<file path="config.mk">
export PLATFORM = sky130hd
export DESIGN_NAME = alu_uart_intf_flat
export DESIGN_NICKNAME = d
export VERILOG_FILES = /design/src/rtl/alu_uart_intf_pkg.sv /design/src/rtl/alu_uart_intf_if.sv /design/src/rtl/alu_uart_intf_timeout.sv /design/src/rtl/alu_uart_intf.sv /design/src/flat_wrapper.sv
export SDC_FILE = /design/constraint.sdc
export NUM_CORES = 1
export LEC_CHECK = 0
export BUFFER_PORTS_ARGS = -buffer_cell sky130_fd_sc_hd__buf_2
export CORE_ASPECT_RATIO = 2
export CORE_MARGIN = 2
export CORE_UTILIZATION = 35
export CTS_CLUSTER_SIZE = 8
export DETAILED_ROUTE_END_ITERATION = 12
export GPL_ROUTABILITY_DRIVEN = 0
export HOLD_SLACK_MARGIN = 0.08
export PLACE_DENSITY = 0.54
export RECOVER_POWER = 25
export SYNTH_ARGS = -nofsm -noshare
export SYNTH_HDL_FRONTEND = slang
export SYNTH_SLANG_ARGS = --single-unit
</file>
<file path="constraint.sdc">
create_clock -name i_clk -period 3.05 [get_ports i_clk]
set_clock_uncertainty 0.05 [all_clocks]
set_input_delay 0.915 -clock i_clk [delete_from_list [all_inputs] [get_ports i_clk]]
set_output_delay 0.915 -clock i_clk [all_outputs]
set_load 0.1 [all_outputs]
</file>
<file path="src/rtl/alu_uart_intf_pkg.sv">
// Shared types and constants for the ALU <-> UART byte front/back end.
package alu_uart_intf_pkg;

    localparam int NB_BYTE  = 8;
    localparam int NB_SHAMT = 5;
    localparam logic [5:0] IDLE_OP = 6'b111111;

    typedef enum logic [2:0] {
        RX_OP    = 3'd0,
        RX_A     = 3'd1,
        RX_B     = 3'd2,
        RX_SHAMT = 3'd3,
        EXEC     = 3'd4,
        TX       = 3'd5,
        TX_WAIT  = 3'd6
    } state_e;

endpackage

</file>
<file path="src/rtl/alu_uart_intf_if.sv">
// UART RX/TX handshake plus ALU operand/result bus seen by alu_uart_intf (master side).
interface alu_uart_intf_if
    import alu_uart_intf_pkg::*;
#(
    parameter int NB_OP   = 6,
    parameter int NB_DATA = 8
);
    logic [NB_BYTE-1:0]  rx_data;
    logic                rx_valid;
    logic                tx_done;
    logic [NB_BYTE-1:0]  tx_data;
    logic                tx_start;
    logic [NB_OP-1:0]    alu_op;
    logic [NB_DATA-1:0]  alu_data_A;
    logic [NB_DATA-1:0]  alu_data_B;
    logic [NB_SHAMT-1:0] alu_shamt;
    logic [NB_DATA-1:0]  alu_result;

    modport master (
        input  rx_data, rx_valid, tx_done, alu_result,
        output tx_data, tx_start, alu_op, alu_data_A, alu_data_B, alu_shamt
    );

    modport slave (
        output rx_data, rx_valid, tx_done, alu_result,
        input  tx_data, tx_start, alu_op, alu_data_A, alu_data_B, alu_shamt
    );
endinterface

</file>
<file path="src/rtl/alu_uart_intf_timeout.sv">
// Idle-cycle counter for a partially received command; o_expire fires on the
// TIMEOUT_CYCLES-th consecutive enabled cycle without an accepted byte.
module alu_uart_intf_timeout #(
    parameter int TIMEOUT_CYCLES = 1_000_000
) (
    input  logic i_clk,
    input  logic i_rst_n,
    input  logic i_en,
    input  logic i_clr,
    output logic o_expire
);
    localparam int CW = $clog2(TIMEOUT_CYCLES + 1);

    logic [CW-1:0] cnt_q, cnt_d;

    assign o_expire = i_en && !i_clr && (cnt_q == CW'(TIMEOUT_CYCLES - 1));

    always_comb begin
        cnt_d = cnt_q + 1'b1;
        if (!i_en || i_clr || o_expire) cnt_d = '0;
    end

    always_ff @(posedge i_clk or negedge i_rst_n) begin
        if (!i_rst_n) cnt_q <= '0;
        else          cnt_q <= cnt_d;
    end
endmodule

</file>
<file path="src/rtl/alu_uart_intf.sv">
// Byte-serial command collector and result returner between UART and ALU.
// Optional partial-command timeout: define ALU_UART_INTF_TIMEOUT_EN.
module alu_uart_intf
    import alu_uart_intf_pkg::*;
#(
    parameter int NB_OP          = 6,
    parameter int NB_DATA        = 8,
    parameter int TIMEOUT_CYCLES = 1_000_000
) (
    input  logic           i_clk,
    input  logic           i_rst_n,
    alu_uart_intf_if.master bus,
    output logic           o_busy,
    output logic           o_drop
);
    localparam int BPW   = NB_DATA / 8;
    localparam int CNT_W = (BPW > 1) ? $clog2(BPW) : 1;
    localparam logic [CNT_W-1:0] LAST = CNT_W'(BPW - 1);

    state_e              state_q;
    logic [CNT_W-1:0]    cnt_q;
    logic [NB_OP-1:0]    op_q;
    logic [NB_DATA-1:0]  a_q, b_q, result_q;
    logic [NB_SHAMT-1:0] shamt_q;
    logic [NB_BYTE-1:0]  tx_data_q;
    logic                tx_start_q, drop_q;
    logic                accept, expire;

    function automatic logic [NB_BYTE-1:0] lane(input logic [NB_DATA-1:0] w,
                                                 input logic [CNT_W-1:0] idx);
        lane = '0;
        for (int i = 0; i < BPW; i++)
            if (idx == CNT_W'(i)) lane = w[i*8 +: 8];
    endfunction

    assign accept = bus.rx_valid && (state_q inside {RX_OP, RX_A, RX_B, RX_SHAMT});

`ifdef ALU_UART_INTF_TIMEOUT_EN
    logic to_en;
    assign to_en = (state_q inside {RX_A, RX_B, RX_SHAMT}) ||
                   (state_q == RX_OP && cnt_q != '0);

    alu_uart_intf_timeout #(.TIMEOUT_CYCLES(TIMEOUT_CYCLES)) u_timeout (
        .i_clk    (i_clk),
        .i_rst_n  (i_rst_n),
        .i_en     (to_en),
        .i_clr    (accept),
        .o_expire (expire)
    );
`else
    assign expire = 1'b0;
`endif

    always_ff @(posedge i_clk or negedge i_rst_n) begin
        if (!i_rst_n) begin
            state_q    <= RX_OP;
            cnt_q      <= '0;
            op_q       <= NB_OP'(IDLE_OP);
            a_q        <= '0;
            b_q        <= '0;
            shamt_q    <= '0;
            result_q   <= '0;
            tx_data_q  <= '0;
            tx_start_q <= 1'b0;
            drop_q     <= 1'b0;
        end else begin
            tx_start_q <= 1'b0;
            drop_q     <= bus.rx_valid && (state_q inside {EXEC, TX, TX_WAIT});
            if (expire) begin
                state_q <= RX_OP;
                cnt_q   <= '0;
                op_q    <= NB_OP'(IDLE_OP);
            end else begin
                case (state_q)
                    RX_OP: if (bus.rx_valid) begin
                        op_q    <= bus.rx_data[NB_OP-1:0];
                        cnt_q   <= '0;
                        state_q <= RX_A;
                    end
                    RX_A: if (bus.rx_valid) begin
                        for (int i = 0; i < BPW; i++)
                            if (cnt_q == CNT_W'(i)) a_q[i*8 +: 8] <= bus.rx_data;
                        cnt_q <= (cnt_q == LAST) ? '0 : cnt_q + 1'b1;
                        if (cnt_q == LAST) state_q <= RX_B;
                    end
                    RX_B: if (bus.rx_valid) begin
                        for (int i = 0; i < BPW; i++)
                            if (cnt_q == CNT_W'(i)) b_q[i*8 +: 8] <= bus.rx_data;
                        cnt_q <= (cnt_q == LAST) ? '0 : cnt_q + 1'b1;
                        if (cnt_q == LAST) state_q <= RX_SHAMT;
                    end
                    RX_SHAMT: if (bus.rx_valid) begin
                        shamt_q <= bus.rx_data[NB_SHAMT-1:0];
                        state_q <= EXEC;
                    end
                    EXEC: begin
                        result_q <= bus.alu_result;
                        state_q  <= TX;
                    end
                    // counter selects the little-endian result byte being sent
                    TX: begin
                        tx_data_q  <= lane(result_q, cnt_q);
                        tx_start_q <= 1'b1;
                        state_q    <= TX_WAIT;
                    end
                    TX_WAIT: if (bus.tx_done) begin
                        if (cnt_q == LAST) begin
                            cnt_q   <= '0;
                            state_q <= RX_OP;
                        end else begin
                            cnt_q   <= cnt_q + 1'b1;
                            state_q <= TX;
                        end
                    end
                    default: state_q <= RX_OP;
                endcase
            end
        end
    end

    assign bus.tx_data    = tx_data_q;
    assign bus.tx_start   = tx_start_q;
    assign bus.alu_op     = op_q;
    assign bus.alu_data_A = a_q;
    assign bus.alu_data_B = b_q;
    assign bus.alu_shamt  = shamt_q;
    assign o_busy         = state_q inside {EXEC, TX, TX_WAIT};
    assign o_drop         = drop_q;
endmodule

</file>
<file path="src/flat_wrapper.sv">
// flat-port wrapper written by rule: the top's interface ports become plain ports
module alu_uart_intf_flat import alu_uart_intf_pkg::*;
#(
    parameter int NB_OP          = 6,
    parameter int NB_DATA        = 8,
    parameter int TIMEOUT_CYCLES = 1_000_000
)
  (i_clk, i_rst_n, o_busy, o_drop, bus_rx_data, bus_rx_valid, bus_tx_done, bus_alu_result, bus_tx_data, bus_tx_start, bus_alu_op, bus_alu_data_A, bus_alu_data_B, bus_alu_shamt);
  alu_uart_intf_if #(.NB_OP(NB_OP), .NB_DATA(NB_DATA)) bus_i ();
  input  logic i_clk;
  input  logic i_rst_n;
  output logic o_busy;
  output logic o_drop;
  input wire logic [$bits(bus_i.rx_data)-1:0] bus_rx_data;
  input wire logic [$bits(bus_i.rx_valid)-1:0] bus_rx_valid;
  input wire logic [$bits(bus_i.tx_done)-1:0] bus_tx_done;
  input wire logic [$bits(bus_i.alu_result)-1:0] bus_alu_result;
  output wire logic [$bits(bus_i.tx_data)-1:0] bus_tx_data;
  output wire logic [$bits(bus_i.tx_start)-1:0] bus_tx_start;
  output wire logic [$bits(bus_i.alu_op)-1:0] bus_alu_op;
  output wire logic [$bits(bus_i.alu_data_A)-1:0] bus_alu_data_A;
  output wire logic [$bits(bus_i.alu_data_B)-1:0] bus_alu_data_B;
  output wire logic [$bits(bus_i.alu_shamt)-1:0] bus_alu_shamt;
  assign bus_i.rx_data = bus_rx_data;
  assign bus_i.rx_valid = bus_rx_valid;
  assign bus_i.tx_done = bus_tx_done;
  assign bus_i.alu_result = bus_alu_result;
  assign bus_tx_data = bus_i.tx_data;
  assign bus_tx_start = bus_i.tx_start;
  assign bus_alu_op = bus_i.alu_op;
  assign bus_alu_data_A = bus_i.alu_data_A;
  assign bus_alu_data_B = bus_i.alu_data_B;
  assign bus_alu_shamt = bus_i.alu_shamt;
  alu_uart_intf #(.NB_OP(NB_OP), .NB_DATA(NB_DATA), .TIMEOUT_CYCLES(TIMEOUT_CYCLES)) u_core (.i_clk(i_clk), .i_rst_n(i_rst_n), .bus(bus_i), .o_busy(o_busy), .o_drop(o_drop));
endmodule
</file>
==> run summary, run 1 <==
During synthesis, Yosys emitted a total of 0 warnings. In the global route stage, overall resource usage came out at 11.9%. The number of buffers inserted to repair setup after CTS was 0; the max-slew violation total from the final report was 0.

Dividing the synthesized area by the synthesized cell count gives 16.7 um^2. The clock tree synthesis step divided the H-tree into 2 levels. TritonCTS built the clock tree. The total nets after synthesis was 134; the detailed-route vias per instance was 4.97. The final standard cell count with taps included and fillers excluded was 235; the clock transition at the registers of the reported paths was 0.09 ns.

The post-DP HPWL is 2330 um. For the worst setup path, the data required time is 2.08 ns. In this run the worst path has a maximum fanout of 11. In this run the remaining antenna-violating nets after routing total 0.

The cell count of the worst hold path is 1. The number of cells on the worst reg-to-reg path is 2. The core region is 0.00533 mm^2. The element type at the critical path start is a flop. Number of buffers inserted by port buffering: 57. Cell with the largest stage delay on the worst path: sky130_fd_sc_hd__dfrtp_1. In this run the count of I/O pins placed on the die edge is 58. The pre-antenna-repair detailed-routing pass consisted of 4 iterations. The number of register bits inferred by synthesis was 48.

Measured against its own limit, the worst slew margin works out to 21.1%. Once the floorplan was initialized, standard cells occupied 35.8% of the core. In the layout the commonest cells are sky130_fd_sc_hd__buf_2 (57), sky130_fd_sc_hd__mux2_2 (44), sky130_fd_sc_hd__dfrtp_1 (42). At the pin with the least slew margin, the transition time is 1.18 ns.

The horizontal die dimension was 56.2 um; the data arrival at the endpoint of the critical path was 1.57 ns. After the last flow step, the layout net total stands at 194. The tools report the total length of routed met3 wires as 231 um. Leaving out fill and tap cells, the most frequent cell in the layout is sky130_fd_sc_hd__buf_2. The netlist uses 20 different library cells.

In this run the vertical extent of the chip is 108 um. The class of the most critical hold timing path is flop to flop. For this block, the initial DRC count from the detailed router was 17.

The global route total overflow is 0. The run finished with clean final reports. The via count came out at 1168.

The maximum buffer depth of the clock tree was 2. The time the worst path needs with I/O delays and setup is 2.53 ns, and the largest net degree at the start of global routing is 49. Traced cell by cell, the critical path runs through a21boi_0 > buf_2. Dividing the detail-routed wire length by the instance count gives 14.6 um. The count of instances resized after the clock tree is built was 0. Setup repair after global routing left no endpoint under its margin. Static timing analysis puts the maximum clock frequency at 394 MHz. Once placement completed, the tool counted placed cells totaling 227. The tools report the floorplan die area as 0.00609 mm^2.

Number of global-route vias before repair: 1161. The post-synthesis cell area came out at 0.00191 mm^2. The total length of routed met2 wires came out at 1650 um. Synthesis handed over a netlist of 114 instances. The tools report the buffer type at the clock tree root as sky130_fd_sc_hd__clkbuf_8. After detailed routing, the number of remaining DRC violations is 0. Summed over all layers, the routed wires come to 3420 um. After clock tree synthesis, the flow added hold-fix buffers numbering 0.

The insertion delay to the later sink of the worst-skew pair is 0.29 ns. Signal routing reaches up to met4. Hold violation total from the final report: 0.

The clock net in this run drives a total of 48 sinks. The post-route fraction of the period consumed by the critical path was 83.1%. The type of the setup path with the least slack was flop to output pin. Setup violations remaining at the end of the flow were counted as 0. The post-route netlist has 70.3% of its cells at a drive strength greater than 1.

For this run, the slowest stage of the critical path takes 0.55 ns. Max-cap violations in this run came to 0. In this run, CTS created clock tree buffers numbering 5. Sequential cells were found to cover 63.4% of the synthesized design area. The detailed router put a total of 1480 um of wire on met1. 0 antenna diodes ended up in the layout. The first global-routing pass estimated 5640 um of wire.

The area added between synthesis and finish is 22.1%. In this run the core area contains 38 standard-cell rows. After routing, the total negative slack on setup checks comes to 0 ns.

The critical path endpoint category was an output pin. The run gives 0 as the initial antenna violation count.
worst paths after layout:
path	end	startpoint	slack (ns)
min in group asynchronous	u_core.bus.alu_data_A[3]$_DFFE_PN0P_	i_rst_n	0.88
worst min register to register	u_core.bus.tx_data[3]$_DFFE_PN0P_	u_core.bus.tx_data[3]$_DFFE_PN0P_	0.45
worst max-delay path	o_busy	u_core.state_q[2]$_DFFE_PN0P_	0.52
max in group asynchronous	u_core.bus.tx_data[6]$_DFFE_PN0P_	i_rst_n	1.34
worst max register to register	u_core.result_q[3]$_DFFE_PN0N_	u_core.state_q[2]$_DFFE_PN0P_	1.40
worst min-delay path	u_core.bus.tx_data[3]$_DFFE_PN0P_	u_core.bus.tx_data[3]$_DFFE_PN0P_	0.45
logic make-up after synthesis:
group	after synthesis	share of synthesized area [%]
DFF	48	63.4
muxes	44	26.0
and+or+nand+nor	8	5.32
buffers and inverters	7	2.50
AOI/OAI and AO/OA	6	2.30
xor gates and xnor gates	1	0.460
layout make-up:
| cell class | instances | area (um^2) |
|---|---|---|
| Multi-Input combinational cell | 59 | 649 |
| Sequential cell | 48 | 1210 |
| Clock buffer | 6 | 82.6 |
| Inverter | 2 | 7.51 |
| Fill cell | 509 | 3000 |
| Tap cell | 60 | 75.1 |
| Clock inverter | 2 | 13.8 |
| Timing Repair Buffer | 58 | 290 |
flip-flops by register name, indices dropped and copies added (netlist names):
name and flops:
u_core.bus.alu_data_A 8, u_core.bus.tx_start 1, u_core.bus.alu_shamt 5, u_core.bus.tx_data 8, u_core.o_drop 1, u_core.bus.alu_data_B 8, u_core.state_q 3, u_core.bus.alu_op 6
u_core.result_q 8
cell usage after synthesis:
cell type	number	area share [%]
sky130_fd_sc_hd__buf_6	2	1.2
sky130_fd_sc_hd__buf_4	1	0.39
sky130_fd_sc_hd__nand3b_2	1	0.59
sky130_fd_sc_hd__o21ai_0	2	0.53
sky130_fd_sc_hd__a21boi_0	1	0.39
sky130_fd_sc_hd__a221oi_1	1	0.46
sky130_fd_sc_hd__o21bai_1	1	0.39
sky130_fd_sc_hd__dfrtp_1	42	55
sky130_fd_sc_hd__mux2_2	44	26
sky130_fd_sc_hd__nor3b_4	1	0.99
sky130_fd_sc_hd__nand4b_1	1	0.46
sky130_fd_sc_hd__and3_2	1	0.39
sky130_fd_sc_hd__buf_2	2	0.53
sky130_fd_sc_hd__a21bo_2	1	0.53
sky130_fd_sc_hd__xnor2_1	1	0.46
sky130_fd_sc_hd__and2_1	1	0.33
sky130_fd_sc_hd__and4bb_2	2	1.3
sky130_fd_sc_hd__inv_1	2	0.39
sky130_fd_sc_hd__nor4b_4	1	1.2
sky130_fd_sc_hd__dfstp_2	6	8.3
critical path, delay by kind of cell (launching register included):
family                 cells  cell delay (ns)
buffers and inverters      1             0.46
AOI/OAI and AO/OA          1             0.25
DFF                        1             0.55
stage by stage:
| step | hold WS (ns) | setup WS [ns] | utilization [%] | area, um^2 |
|---|---|---|---|---|
| floorplan | 0.427 | 0.0767 | - | 1910 |
| CTS | 0.458 | 0.531 | 43.8 | 2330 |
| global route | 0.470 | 0.382 | 43.7 | 2330 |
| global placement | 0.433 | 0.899 | 41.9 | 2230 |
| detailed placement | 0.439 | 0.869 | 41.9 | 2230 |
| finish | 0.455 | 0.515 | 43.7 | 2330 |
routing by layer:
| layer | vias up | track usage [%] |
|---|---|---|
| met5 | - | 0 |
| met4 | 0 | 5.10 |
| met3 | 6 | 3.59 |
| met2 | 43 | 19.2 |
| met1 | 592 | 14.6 |
| li1 | 527 | - |
Power of run 1 is not shown: default switching activity piles up to over one toggle a cycle in this logic, so the estimate is an artifact.
==> run 2, diff against run 1 <==
Settings changed: PLACE_DENSITY 0.54 to 0.56.
Clock period 3.05 ns to 2.26 ns, I/O delays scaled along.
==> run summary, run 2 (synthesized netlist as in run 1, its figures left out) <==
The run finished with clean final reports. The tools report the largest net degree at the start of global routing as 22 (-55%). Leaving out fill and tap cells, the most frequent cell in the layout is sky130_fd_sc_hd__buf_2.

The global-route track usage on met3 was 3.95% (+0.36 points). The tools report the global-route track usage on met1 as 14.7% (+0.066 points). In this run the worst setup path terminates at o_busy.

The deepest level of the CTS H-tree was 2 (unchanged). The max-slew violation total from the final report came out at 0 (unchanged). Setup repair after global routing left no endpoint under its margin.

The ratio of cells with drive above 1 in the final layout came out at 70.2% (about the same). The time the worst path needs with I/O delays and setup works out to 2.09 ns. The worst setup path is launched from a flop.

The logs give 3440 um (+0.47%) for the final wirelength and 0 (unchanged) for the number of violations of the max-capacitance limit. The tools report the global route total overflow as 0 (unchanged). The tools report the hold path startpoint as u_core.bus.tx_data[5]$_DFFE_PN0P_. The run gives 1.53 ns (-0.55 ns) as the worst endpoint required time.

Final antenna diode count: 0 (unchanged). The initial antenna violation count is 0 (unchanged), and the residual DRC count is 0 (unchanged). The cell count of the worst reg-to-reg path works out to 3 (+1). The type of the setup path with the least slack was flop to output pin. The post-DP HPWL was 2510 um (+7.9%). The horizontal die dimension is 56.2 um (unchanged), and the number of fill cells in the layout is 528 (+3.7%).

The critical path starts at u_core.state_q[1]$_DFFE_PN0P_. Boundary pin count: 58 (unchanged). In the layout the commonest cells are sky130_fd_sc_hd__buf_2 (55), sky130_fd_sc_hd__mux2_2 (44), sky130_fd_sc_hd__dfrtp_1 (42). The endpoint identified for the worst register-to-register timing path is u_core.result_q[5]$_DFFE_PN0N_.

The run gives 0.64 ns (-0.76 ns) as the worst setup slack for register-to-register paths. The worst hold path belongs to the class flop to flop. CTS sink count: 48 (unchanged). TritonCTS built the clock tree. The hold violation total from the final report is 0 (unchanged), and the total negative slack for setup checks is 0 ns (unchanged). After layout, the worst path uses 92.6% of the clock period. The detailed router's first-iteration violation count was 7 (-10); the number of rows created at floorplan was 38 (unchanged). The floorplan die height is 108 um (unchanged), and the iteration count of the initial detailed-routing pass is 4 (unchanged). For the insertion delay to the later sink of the worst-skew pair, the log shows 0.29 ns (about the same). The number of global-route vias before repair is 1253 (+7.9%), and the area added between synthesis and finish is 24.7%. The final routed wire length divided by cell count was 14.5 um (-0.80%). The maximum buffer depth of the clock tree was 2 (unchanged); the maximum clock rate was 478 MHz. For the worst-case headroom to the max-slew limit, the log shows 30.5% (+9.4 points). Detailed-route vias per instance: 4.88 (-1.8%). For the remaining antenna violation count after routing, the log shows 0 (unchanged). The maximum fanout along the worst path is 11 (unchanged).

The data arrival at the endpoint of the critical path is 1.37 ns (-0.20 ns), and the layout net count is 197 (+1.5%). The run gives 12.4% (+0.52 points) as the overall global routing resource usage. The via count came out at 1162 (-0.51%).

The tree is rooted in a sky130_fd_sc_hd__clkbuf_8. The busiest layer in global routing is met2. The tools report the number of buffers added by the clock tree synthesis step as 5 (unchanged).

The worst setup path is captured at an output pin. The worst register-to-register path begins at u_core.state_q[0]$_DFFE_PN0P_. The run gives 20.5% (+1.3 points) as the met2 track demand over resource. The cell count of the worst hold path is 1 (unchanged).

Effective utilization at floorplan: 35.8% (unchanged). The clock transition at the registers of the reported paths is 0.08 ns (about the same), and the slew at the pin with the worst max-slew slack is 1.04 ns (-0.141 ns). The total setup violations reported at the end of the flow is 0 (unchanged). Wire length of the first global-routing pass: 5840 um (+3.4%). The number of buffers inserted by port buffering was 57 (unchanged); the floorplan die area was 0.00609 mm^2 (unchanged). The tools report the core footprint as 0.00533 mm^2 (unchanged).
[run 2: area by class of cell]
cell class	instances	area [um^2]	share of cell area, %
sequential	48	1210	50.9
multi-input combinational	59	653	27.5
timing repair buffer	61	310	13.1
clock buffer	6	82.6	3.48
tap	60	75.1	3.16
clock inverter	2	38.8	1.63
inverter	2	7.51	0.316
[run 2: per-layer routing]
| layer | part of all wire, % | vias to the layer above |
|---|---|---|
| met5 | 0 | - |
| met4 | 1.9 | 0 |
| met3 | 7.0 | 6 |
| met2 | 51 | 41 |
| met1 | 40 | 579 |
| li1 | - | 536 |
[run 2: worst min path at each step]
stage / endpoint / slack (ns)
2_1_floorplan: u_core.bus.alu_data_A[0]$_DFFE_PN0P_ / 0.33
3_3_place_gp: u_core.bus.alu_shamt[3]$_DFFE_PN0P_ / 0.43
3_5_place_dp: u_core.bus.tx_data[4]$_DFFE_PN0P_ / 0.44
4_1_cts: u_core.bus.alu_data_B[4]$_DFFE_PN0P_ / 0.27
5_1_grt: u_core.bus.tx_data[0]$_DFFE_PN0P_ / 0.48
6_report: u_core.bus.tx_data[5]$_DFFE_PN0P_ / 0.46
[run 2: critical path: stages, from the launching register on]
cell and delay, ns:
sky130_fd_sc_hd__dfrtp_1 0.52, sky130_fd_sc_hd__a21boi_2 0.20, sky130_fd_sc_hd__clkbuf_4 0.34
[run 2: timing repair]
action,CTS,global route
endpoints found under the setup margin,0,1
gates resized for setup,0,1
hold buffers,0,0
setup buffers,0,0
[run 2: per-stage QoR]
stage               util, %  instances  worst slack, ns  hold slack [ns]  instance area (um^2)
finish                 44.6        238            0.167            0.457                  2380
global route           44.6        238           0.0867            0.477                  2380
CTS                    44.7        238           0.0506            0.266                  2380
detailed placement     42.4        230            0.386            0.438                  2260
global placement       42.4        230            0.415            0.433                  2260
floorplan                 -        114            0.111            0.332                  1910
Power of run 2 is left out for the same reason.
